[src/rtl/spi_reg_bridge.sv]
// SPI-slave register bridge: decodes a CMD/ADDR header, then runs burst writes or burst
// reads with address auto-increment for as long as cs stays low.
module spi_reg_bridge #(
  parameter int               CMD_W     = 8,
  parameter int               ADDR_W    = 24,
  parameter int               DATA_W    = 32,
  parameter logic [CMD_W-1:0] WRITE_CMD = 8'h77,
  parameter logic [CMD_W-1:0] READ_CMD  = 8'h72,
  parameter int               ADDR_INC  = 1
) (
  input  logic              sck,
  input  logic              rst,
  input  logic              cs,
  input  logic              mosi,
  output logic              miso,
  output logic              wr_en_out,
  output logic [ADDR_W-1:0] wr_address_out,
  output logic [DATA_W-1:0] wr_data_out,
  output logic              rd_en_out,
  output logic [ADDR_W-1:0] rd_address_out,
  input  logic [DATA_W-1:0] rd_data_in,
  output logic              cmd_err_out
);

  localparam int MAX_W = (CMD_W > ADDR_W) ? ((CMD_W > DATA_W) ? CMD_W : DATA_W)
                                          : ((ADDR_W > DATA_W) ? ADDR_W : DATA_W);
  localparam int CNT_W = $clog2(MAX_W);
  localparam logic [CNT_W-1:0]  CMD_LAST  = CNT_W'(CMD_W - 1);
  localparam logic [CNT_W-1:0]  ADDR_LAST = CNT_W'(ADDR_W - 1);
  localparam logic [CNT_W-1:0]  DATA_LAST = CNT_W'(DATA_W - 1);
  localparam logic [CNT_W-1:0]  RD_LAST   = CNT_W'(DATA_W - 2);
  localparam logic [ADDR_W-1:0] ADDR_STEP = ADDR_W'(ADDR_INC);

  // S_CMD/S_ADDR header | S_WDATA write words | S_RTURN fetch word, drive MSB
  // S_RDATA shift remaining read bits | S_IGNORE bad command, wait for cs high
  typedef enum logic [2:0] {S_CMD, S_ADDR, S_WDATA, S_RTURN, S_RDATA, S_IGNORE} state_t;

  state_t            state, state_d;
  logic              mode_rd, mode_rd_d;
  logic [CNT_W-1:0]  cnt, cnt_d;
  logic [MAX_W-2:0]  rx_shift, rx_shift_d;
  logic [DATA_W-1:0] tx_shift, tx_shift_d;
  logic [ADDR_W-1:0] addr, addr_d;
  logic              miso_d, wr_en_d, rd_en_d, cmd_err_d;
  logic [ADDR_W-1:0] wr_address_d, rd_address_d;
  logic [DATA_W-1:0] wr_data_d;
  logic [CMD_W-1:0]  cmd_word;
  logic [ADDR_W-1:0] addr_word;
  logic [DATA_W-1:0] data_word;

  // rx_shift keeps only width-1 bits: the current mosi completes each field
  assign cmd_word  = {rx_shift[CMD_W-2:0], mosi};
  assign addr_word = {rx_shift[ADDR_W-2:0], mosi};
  assign data_word = {rx_shift[DATA_W-2:0], mosi};

  always_comb begin
    state_d      = state;
    mode_rd_d    = mode_rd;
    cnt_d        = cnt + CNT_W'(1);
    rx_shift_d   = {rx_shift[MAX_W-3:0], mosi};
    tx_shift_d   = tx_shift;
    addr_d       = addr;
    miso_d       = 1'b0;
    wr_en_d      = 1'b0;
    wr_address_d = wr_address_out;
    wr_data_d    = wr_data_out;
    rd_en_d      = 1'b0;
    rd_address_d = rd_address_out;
    cmd_err_d    = 1'b0;
    case (state)
      S_CMD: begin
        if (cnt == CMD_LAST) begin
          cnt_d = '0;
          if (cmd_word == WRITE_CMD) begin
            state_d   = S_ADDR;
            mode_rd_d = 1'b0;
          end else if (cmd_word == READ_CMD) begin
            state_d   = S_ADDR;
            mode_rd_d = 1'b1;
          end else begin
            state_d   = S_IGNORE;
            cmd_err_d = 1'b1;
          end
        end
      end
      S_ADDR: begin
        if (cnt == ADDR_LAST) begin
          cnt_d  = '0;
          addr_d = addr_word;
          if (mode_rd) begin
            state_d      = S_RTURN;
            rd_en_d      = 1'b1;
            rd_address_d = addr_word;
          end else begin
            state_d = S_WDATA;
          end
        end
      end
      S_WDATA: begin
        if (cnt == DATA_LAST) begin
          cnt_d        = '0;
          wr_en_d      = 1'b1;
          wr_address_d = addr;
          wr_data_d    = data_word;
          addr_d       = addr + ADDR_STEP;
        end
      end
      S_RTURN: begin
        cnt_d      = '0;
        tx_shift_d = rd_data_in << 1;
        miso_d     = rd_data_in[DATA_W-1];
        addr_d     = addr + ADDR_STEP;
        state_d    = S_RDATA;
      end
      S_RDATA: begin
        miso_d     = tx_shift[DATA_W-1];
        tx_shift_d = tx_shift << 1;
        if (cnt == RD_LAST) begin
          cnt_d        = '0;
          rd_en_d      = 1'b1;
          rd_address_d = addr;
          state_d      = S_RTURN;
        end
      end
      default: begin
        cnt_d = '0;
      end
    endcase
  end

  always_ff @(posedge sck) begin
    if (rst || cs) begin
      state          <= S_CMD;
      mode_rd        <= 1'b0;
      cnt            <= '0;
      rx_shift       <= '0;
      tx_shift       <= '0;
      addr           <= '0;
      miso           <= 1'b0;
      wr_en_out      <= 1'b0;
      wr_address_out <= '0;
      wr_data_out    <= '0;
      rd_en_out      <= 1'b0;
      rd_address_out <= '0;
      cmd_err_out    <= 1'b0;
    end else begin
      state          <= state_d;
      mode_rd        <= mode_rd_d;
      cnt            <= cnt_d;
      rx_shift       <= rx_shift_d;
      tx_shift       <= tx_shift_d;
      addr           <= addr_d;
      miso           <= miso_d;
      wr_en_out      <= wr_en_d;
      wr_address_out <= wr_address_d;
      wr_data_out    <= wr_data_d;
      rd_en_out      <= rd_en_d;
      rd_address_out <= rd_address_d;
      cmd_err_out    <= cmd_err_d;
    end
  end

endmodule

[config.mk]
export PLATFORM = sky130hd
export DESIGN_NAME = spi_reg_bridge
export DESIGN_NICKNAME = d
export VERILOG_FILES = /design/src/rtl/spi_reg_bridge.sv
export SDC_FILE = /design/constraint.sdc
export NUM_CORES = 1
export LEC_CHECK = 0
export ABC_AREA = 0
export CORE_UTILIZATION = 25
export CTS_BUF_LIST = sky130_fd_sc_hd__clkbuf_4 sky130_fd_sc_hd__clkbuf_8
export CTS_CLUSTER_SIZE = 20
export DETAILED_ROUTE_END_ITERATION = 10
export GPL_TIMING_DRIVEN = 0
export HOLD_SLACK_MARGIN = 0.08
export SYNTH_ARGS = -nofsm -noshare
export SYNTH_HDL_FRONTEND = slang
export SYNTH_SLANG_ARGS = --single-unit
[constraint.sdc]
create_clock -name sck -period 3.5 [get_ports sck]
set_input_delay 0.35 -clock sck [delete_from_list [all_inputs] [get_ports sck]]
set_output_delay 0.35 -clock sck [all_outputs]
set_load 0.02 [all_outputs]
* After elaboration in Yosys (flattened, before gate mapping)
Cells that the tools add are included.
Word-level totals: bits in registers 180, input port bits 36
Operators by class: mux-type cells 29, bitwise operators 3, reduce and logical (&&, ||, !) cells 14, add/sub/neg operators 2, eq/ne operators 15
Operators by type and width (count):
- $mux W24 | 5
- $pmux W24 S3 | 1
- $pmux W32 S2 | 1
- $pmux W24 S2 | 1
- $add A24 B1 Y24 const B | 1
- $mux W5 | 4
- $pmux W5 S4 | 1
- $eq A8 B7 Y1 const B | 2
- $eq A5 B5 Y1 const B | 3
- $mux W3 | 5
- $pmux W3 S4 | 1
- $ne A2 B2 Y1 const B | 5
- $mux W1 | 8
- $reduce_and A4 Y1 | 2
- $eq A3 B2 Y1 const B | 2
- $reduce_and A3 Y1 | 2
- $reduce_bool A2 Y1 | 3
- $add A5 B1 Y5 const B | 1
- $eq A5 B3 Y1 const B | 1
- $pmux W1 S2 | 2
- $reduce_bool A4 Y1 | 1
- $reduce_or A4 Y1 | 1
- $eq A3 B1 Y1 const B | 1
- $eq A3 B3 Y1 const B | 1
- other kinds (6) | 8

* Logic depth before layout (Yosys ltp)
Gate-level depths: netlist of the first run.
depth after elaboration 5, mapped depth 9, depth with buffers taken out 8

* Worst setup path before layout of the first run
No wires, ideal clock.
path kind reg2reg, from reg cnt[0], to reg addr[11], path slack 1242 ps, buffers on the path 1, required time 3372 ps, cell stages (with the launch flop) 10, library setup time 128 ps, arrival time 2130 ps, cells stage by stage dfxtp_1 ha_1 and3_1 ha_1 a21oi_1 a211oi_1 clkbuf_1 o21ai_0 a22oi_1 nor2_1
Between the ends: word-level cells in the longest chain between the ends 3, elaborated cells between the ends (all ways) 5
RTL lines:
- start: declaration | line 40 | logic [CNT_W-1:0] cnt, cnt_d;
- start signal: assignment | line 149 | cnt <= cnt_d;
- $eq A5 B5 Y1, on equally long branches | line 100, 87
- $ne A2 B2 Y1 (no line)
- $reduce_and A3 Y1 (no line) (*)
- end signal: assignment | line 152 | addr <= addr_d;
- end: declaration | line 43 | logic [ADDR_W-1:0] addr, addr_d;
Every way passes the cells marked *; elsewhere a longest branch is shown, timed or not. A chain may end at the register's enable or synchronous reset.

* Final worst setup path of the first run
Same ends and word-level chain as after synthesis.

==> parameters.txt, run 1 <==
Parameter                              Value

Run status
  Status    completed

Logic synthesis
  Warnings, synthesis    0
  Top cell types by occurrence after synthesis    sky130_fd_sc_hd__nand2_1, sky130_fd_sc_hd__dfxtp_1, sky130_fd_sc_hd__nor2_1, sky130_fd_sc_hd__a21oi_1, sky130_fd_sc_hd__a311oi_1
  Syn Inst Count    935
  EDFF count, synth    0
  Area share of the largest cell type after synthesis    48.4%
  Area of the mapped netlist    7400 sq um
  Synthesized net count    975
  Syn avg cell area    7.92 sq um
  Biggest area contributors in the synthesized netlist    sky130_fd_sc_hd__dfxtp_1, sky130_fd_sc_hd__nand2_1, sky130_fd_sc_hd__a311oi_1
  Count of cell types in the netlist    55
  Leading area contributor after synthesis    sky130_fd_sc_hd__dfxtp_1
  Proportion of synthesized flip-flops having asynchronous set or reset    0%
  Most numerous cell in the Yosys netlist    sky130_fd_sc_hd__nand2_1
  Top_reg_cell synth    sky130_fd_sc_hd__dfxtp_1
  Share of synthesized area occupied by flip-flops and latches    48.4%
  Flop and latch count out of synthesis    179

Route
  Per-cell via count in the routed design    4.86
  Residual DRC count    0
  Avg WL per Cell    15.9 microns
  Antenna viol nets, final    0
  Via count    7149
  Total Routed Length    23400 microns
  DR pass1 iterations    5
  Starting DRC count in detailed routing    587

Global route
  Largest net degree at the start of global routing    18
  GRT Util Overall    15.6%
  Initial antenna violation count    0
  Final global-route overflow total    0
  First-pass GRT wire length    36800 microns
  Vias in the first global route    6575

Clock tree
  Max H-tree Level    4
  Number of clock buffers inserted by TritonCTS    17
  Number of sinks handled by clock tree synthesis    179
  Clock transition at the registers of the reported paths    0.10 ns
  Number of buffers on the longest clock path    2
  Cell at the root of the clock tree    sky130_fd_sc_hd__clkbuf_8
  Worst skew pair latency    0.48 ns
  Post-CTS repair timing setup buffer count    0
  TritonCTS clock tree    built

Critical path
  Launch point of the worst path    cnt[0]$_SDFF_PP0_
  Longest individual stage delay on the worst path    0.70 ns
  Top Family by Delay on Critical Path    compound AO/OA/AOI/OAI gates
  Worst endpoint data arrival time    3.42 ns
  Worst endpoint required time    3.85 ns
  Critical path buffers and inverters    1
  Setup crit end kind    register
  Cells along the critical path    ha_1, and3_1, ha_1, a21oi_1, a211oi_2, clkbuf_1, o21ai_0, a22oi_1, nor2_1
  Most frequent cell on the critical path    sky130_fd_sc_hd__ha_1
  Crit path max fanout    10
  Critical path class    register to register
  Crit path max-delay cell type    sky130_fd_sc_hd__a211oi_2
  Launching point of the worst reg2reg path    cnt[0]$_SDFF_PP0_
  Critical path startpoint category    register

Placement
  Placement Setup Slack    0.292 ns
  Final weighted congestion in routability-driven placement    0.871
  Final HPWL DP    17200 microns
  Port bufs    119

Power
  P_leak    2.94 nW
  Power density over the cells    377 nW/um^2
  Logic gate share of total power    2.9%
  Fraction of power spent switching nets    24.9%
  Portion of total power attributed to the clock network    40.0%
  Net load switching power    889 uW
  Internal power contribution    2.68 mW
  Peak VDD IR    0.199 mV
  Share of total power in sequential cells    57.1%

Floorplan
  Floorplan die width    174 microns
  I/O pin count    120
  Die boundary height    174 microns
  Number of placement rows    62
  Area of the core region    28900 sq um
  Die ar.    30300 sq um
  Initial standard-cell utilization of the core    25.6%

STA
  Slew at the pin closest to its max-slew limit    0.895 ns
  Max-Slew Margin vs Limit    40.1%
  Part of the cycle the worst path needs    87.9%
  Final worst hold slack    0.442 ns
  Final-report hold violation count    0
  Final setup violation count    0
  Worst Skew    0.0129 ns
  Time the worst path needs with I/O delays and setup    3.08 ns
  Min setup slack post-route    0.425 ns
  Setup repair after global routing missed its margin    no
  Total count of max-transition violations in the final report    0
  Post-Route Setup TNS    0 ns
  F_max    325 MHz

Flow run
  Number of maximum-capacitance violations    0

Cells and area
  Number of antenna cells inserted    0
  Layout Area Growth over Synthesis    27.9%
  Filler cell count in the final layout    3064
  NumNets Final    1113
  Share of layout cells above drive strength 1    4.79%
  Core Util, Final    32.7%

Worst hold path
  Start point of the worst hold path    rx_shift[30]$_SDFF_PP0_
  Worst Hold Class    register to register
metal layers:
| layer | wire [microns] | track usage, % | vias to the layer above |
|---|---|---|---|
| met1 | 10600 | 20.6 | 3321 |
| met5 | 0 | 0 | - |
| met3 | 1790 | 3.85 | 38 |
| met2 | 10600 | 24.6 | 275 |
| met4 | 453 | 5.19 | 0 |
| li1 | - | - | 3515 |
path summary, 6_finish.rpt:
check                                                     to  slack (ns)  depth (start not counted)
worst min-delay path            wr_data_out[31]$_SDFFE_PP0P_        0.44                          2
worst min register to register  wr_data_out[31]$_SDFFE_PP0P_        0.44                          2
worst max-delay path                   addr[11]$_SDFFE_PP0P_        0.42                          9
worst max register to register         addr[11]$_SDFFE_PP0P_        0.42                          9
worst reg2reg max path: stages, from the launching register on:
cell and delay (ns):
sky130_fd_sc_hd__dfxtp_1 0.38, sky130_fd_sc_hd__ha_1 0.26, sky130_fd_sc_hd__and3_1 0.19, sky130_fd_sc_hd__ha_1 0.24, sky130_fd_sc_hd__a21oi_1 0.13, sky130_fd_sc_hd__a211oi_2 0.70
sky130_fd_sc_hd__clkbuf_1 0.54, sky130_fd_sc_hd__o21ai_0 0.23, sky130_fd_sc_hd__a22oi_1 0.23, sky130_fd_sc_hd__nor2_1 0.06
flip-flops by register name, indices dropped and copies added (netlist names):
name and cells:
cnt 5, rd_en_out 1, rd_address_out 24, miso 1
wr_address_out 24, state 3, mode_rd 1, cmd_err_out 1
wr_en_out 1, addr 24, tx_shift 31, rx_shift 31
wr_data_out 32
power groups by stage:
| stage | logic, mW | registers (mW) | clock network [mW] |
|---|---|---|---|
| floorplan | 0.0387 | 2.09 | 0 |
| global placement | 0.105 | 2.09 | 0 |
| detailed placement | 0.105 | 2.09 | 0 |
| CTS | 0.105 | 2.04 | 1.46 |
| global route | 0.114 | 2.04 | 1.54 |
| finish | 0.105 | 2.04 | 1.43 |
repair_timing:
action | in CTS | in global routing
hold buffers | 0 | 0
setup endpoints to repair | 0 | 1
gates resized for setup | 0 | 1
layout make-up:
class,count,area (sq um),share of cell area (%)
Clock inverter,14,141,1.49
Buffer,80,313,3.30
Sequential cell,179,3580,37.8
Clock buffer,18,248,2.62
Tap cell,384,480,5.07
Timing Repair Buffer,119,1190,12.6
Inverter,6,22.5,0.238
Multi-Input combinational cell,670,3490,36.9
cell families after synthesis:
| family | synth area share (%) |
|---|---|
| multiplexers | 0.135 |
| XOR/XNOR | 0.473 |
| AO/OA/AOI/OAI | 18.3 |
| AND/OR/NAND/NOR | 27.5 |
| buffers and inverters | 4.53 |
| flip-flops | 48.4 |
| adder cells (fa/ha/maj) | 0.676 |
layout by cell type, fill, tap and decap left out, types with 12 or more instances in the layout:
cell type and count:
sky130_fd_sc_hd__a311oi_1 55, sky130_fd_sc_hd__buf_1 18, sky130_fd_sc_hd__nand2_1 253, sky130_fd_sc_hd__nor2_1 86
sky130_fd_sc_hd__nand3_1 18, sky130_fd_sc_hd__clkbuf_1 52, sky130_fd_sc_hd__a21oi_1 79, sky130_fd_sc_hd__dfxtp_1 179
sky130_fd_sc_hd__and2_1 36, sky130_fd_sc_hd__o21ai_0 27, sky130_fd_sc_hd__nor3_1 12, sky130_fd_sc_hd__clkbuf_8 18
sky130_fd_sc_hd__clkdlybuf4s50_1 119
per-stage QoR:
step / power (mW) / std cells / area, sq um
floorplan: 2.12 / 935 / 7400
global placement: 2.19 / 1438 / 9070
detailed placement: 2.19 / 1438 / 9070
CTS: 3.60 / 1470 / 9460
global route: 3.69 / 1470 / 9470
finish: 3.57 / 1470 / 9470
Note: power is estimated with default switching activity, not from simulation.
==> run 2: changes to the inputs <==
- MAX_ROUTING_LAYER: unset -> met4
- SKIP_LAST_GASP: unset -> 1
==> run 2 against run 1 <==
Compared with the run above:
- sequential share of layout area unchanged
- hold slack got worse by 0.0045 ns
- cell count unchanged
- die area unchanged
- maximum frequency decreased by 0.76%
- via count about the same
- flip-flop and latch count unchanged
- critical path type unchanged
- largest power group unchanged
- highest routed layer unchanged
==> parameters.txt, run 2 (synthesized netlist as in run 1, its figures left out) <==
Parameter                              Value

Route
  Antenna viol nets, final    0 (unchanged)
  Per-cell via count in the routed design    4.87 (was 4.86)
  DR pass1 iterations    7 (was 5)
  Avg WL per Cell    15.9 microns (about the same)
  Total Routed Length    23400 microns (about the same)
  Via count    7154 (was 7149)
  Residual DRC count    0 (unchanged)
  Starting DRC count in detailed routing    599 (was 587)

Critical path
  Setup crit end kind    register (unchanged)
  Crit path max fanout    10 (unchanged)
  Worst reg-to-reg setup slack    0.40 ns (was 0.42 ns)
  Launching point of the worst reg2reg path    cnt[0]$_SDFF_PP0_ (unchanged)
  End of the worst register-to-register path    addr[11]$_SDFFE_PP0P_ (unchanged)
  Worst endpoint data arrival time    3.45 ns (was 3.42 ns)
  Critical path startpoint category    register (unchanged)
  Count of cells along the worst register-to-register path    9 (unchanged)
  Critical path class    register to register (unchanged)
  Worst endpoint required time    3.85 ns (about the same)

Worst hold path
  Worst Hold Class    primary input to register (was register to register)
  Hold endpoint    tx_shift[11]$_SDFFE_PP0P_ (was wr_data_out[31]$_SDFFE_PP0P_)
  Start point of the worst hold path    rd_data_in[10] (was rx_shift[30]$_SDFF_PP0_)
  Depth of the worst hold-timing path    3 (was 2)

Cells and area
  Non-Filler Instances    1470 (unchanged)
  Total area of sequential cells    3580 sq um (unchanged)
  Filler cell count in the final layout    3064 (unchanged)
  Number of flip-flops in the largest register    32 (unchanged)
  Number of antenna cells inserted    0 (unchanged)
  Share of layout cells above drive strength 1    4.79% (unchanged)
  Layout Area Growth over Synthesis    27.9% (unchanged)
  Area used by multi-input combinational logic    3490 sq um (unchanged)
  Most common library cell in the layout ignoring fill and taps    sky130_fd_sc_hd__nand2_1 (unchanged)
  Most used cells in the layout excluding fill and tap cells    sky130_fd_sc_hd__nand2_1, sky130_fd_sc_hd__dfxtp_1, sky130_fd_sc_hd__clkdlybuf4s50_1, sky130_fd_sc_hd__nor2_1, sky130_fd_sc_hd__a21oi_1 (unchanged)
  Biggest register    wr_data_out (unchanged)
  Biggest registers after layout    wr_data_out: 32 flops, rx_shift: 31 flops, tx_shift: 31 flops (unchanged)
  NumNets Final    1113 (unchanged)

Power
  P_leak    2.94 nW (unchanged)
  Power density over the cells    378 nW/um^2 (was 377 nW/um^2)
  Peak VDD IR    0.201 mV (was 0.199 mV)

Clock tree
  Post-CTS repair timing setup buffer count    0 (unchanged)
  Number of clock buffers inserted by TritonCTS    17 (unchanged)
  Number of sinks handled by clock tree synthesis    179 (unchanged)
  Max H-tree Level    4 (unchanged)
  Cell at the root of the clock tree    sky130_fd_sc_hd__clkbuf_8 (unchanged)
  TritonCTS clock tree    built (unchanged)
  Clock transition at the registers of the reported paths    0.10 ns (about the same)
  Number of buffers on the longest clock path    2 (unchanged)
  Worst skew pair latency    0.49 ns (was 0.48 ns)
  CTS Hold Bufs    0 (unchanged)

STA
  Time the worst path needs with I/O delays and setup    3.10 ns (was 3.08 ns)
  Part of the cycle the worst path needs    88.5% (was 87.9%)
  Total count of max-transition violations in the final report    0 (unchanged)
  Setup repair after global routing missed its margin    no (unchanged)
  Final-report hold violation count    0 (unchanged)
  Slew at the pin closest to its max-slew limit    0.843 ns (was 0.895 ns)
  Post-Route Setup TNS    0 ns (unchanged)
  F_max    323 MHz (was 325 MHz)
  Max-Slew Margin vs Limit    43.3% (was 40.1%)
  Worst Skew    0.0133 ns (was 0.0129 ns)
  Final setup violation count    0 (unchanged)

Global route
  First-pass GRT wire length    36800 microns (about the same)
  GRT met2 Usage    24.7% (was 24.6%)
  GR Util met3    3.81% (was 3.85%)
  Layer carrying the most global-route usage    met2 (unchanged)
  Largest net degree at the start of global routing    18 (unchanged)
  Initial antenna violation count    0 (unchanged)
  Global-route met1 utilization    20.6% (about the same)
  Final global-route overflow total    0 (unchanged)
  Vias in the first global route    6592 (was 6575)
  GRT Util Overall    16.0% (was 15.6%)

Placement
  Inst Count DP    1438 (unchanged)
  Port bufs    119 (unchanged)
  Final HPWL DP    17200 microns (unchanged)
  Final weighted congestion in routability-driven placement    0.886 (was 0.871)

Floorplan
  Die boundary height    174 microns (unchanged)
  Area of the core region    28900 sq um (unchanged)
  Number of placement rows    62 (unchanged)
  Initial standard-cell utilization of the core    25.6% (unchanged)
  Floorplan die width    174 microns (unchanged)
  I/O pin count    120 (unchanged)
  Die ar.    30300 sq um (unchanged)

Flow run
  Number of maximum-capacitance violations    0 (unchanged)

Run status
  Status    completed (unchanged)
run 2: where the power goes:
part | switching, mW | internal (mW)
logic | 0.0595 | 0.0452
registers | 0.00224 | 2.04
clock network | 0.834 | 0.601
run 2: per-stage QoR:
stage | hold slack (ns) | setup WS (ns) | total power, mW | instance area (sq um) | util, %
4_1_cts | 0.424 | 0.254 | 3.60 | 9460 | 32.7
3_3_place_gp | 0.434 | 0.355 | 2.19 | 9070 | 31.4
2_1_floorplan | 0.417 | 1.24 | 2.12 | 7400 | -
5_1_grt | 0.423 | 0.241 | 3.69 | 9470 | 32.7
6_report | 0.437 | 0.401 | 3.58 | 9470 | 32.7
3_5_place_dp | 0.431 | 0.292 | 2.19 | 9070 | 31.4
run 2: critical path, stage by stage (launching register included):
cell	delay [ns]
sky130_fd_sc_hd__dfxtp_1	0.39
sky130_fd_sc_hd__ha_1	0.26
sky130_fd_sc_hd__and3_1	0.19
sky130_fd_sc_hd__ha_1	0.24
sky130_fd_sc_hd__a21oi_1	0.13
sky130_fd_sc_hd__a211oi_2	0.69
sky130_fd_sc_hd__clkbuf_1	0.56
sky130_fd_sc_hd__o21ai_0	0.22
sky130_fd_sc_hd__a22oi_1	0.23
sky130_fd_sc_hd__nor2_1	0.06
run 2: cell type report:
| class | instances | share of cell area (%) |
|---|---|---|
| Multi-Input combinational cell | 670 | 36.9 |
| Tap cell | 384 | 5.07 |
| Inverter | 6 | 0.238 |
| Clock inverter | 14 | 1.49 |
| Sequential cell | 179 | 37.8 |
| Timing Repair Buffer | 119 | 12.6 |
| Buffer | 80 | 3.30 |
| Clock buffer | 18 | 2.62 |
run 2: repair_timing:
action	in CTS	in global routing
gates resized for setup	0	1
setup endpoints to repair	0	1
hold endpoints to repair	0	0
run 2: worst max path at each step:
stage | from | to | slack, ns | cells after the start
final | cnt[0]$_SDFF_PP0_ | addr[11]$_SDFFE_PP0P_ | 0.40 | 9
after global routing | cnt[0]$_SDFF_PP0_ | addr[11]$_SDFFE_PP0P_ | 0.24 | 9
after CTS | cnt[0]$_SDFF_PP0_ | addr[11]$_SDFFE_PP0P_ | 0.25 | 9
after detailed placement | cnt[0]$_SDFF_PP0_ | addr[11]$_SDFFE_PP0P_ | 0.29 | 9
after global placement | cnt[0]$_SDFF_PP0_ | addr[11]$_SDFFE_PP0P_ | 0.36 | 9
after floorplan | cnt[0]$_SDFF_PP0_ | addr[11]$_SDFFE_PP0P_ | 1.24 | 9
run 2: routing by layer:
layer / part of all wire, % / vias up
met1: 45 / 3323
li1: - / 3516
met3: 7.9 / 33
met4: 1.8 / 0
met5: 0 / -
met2: 45 / 282
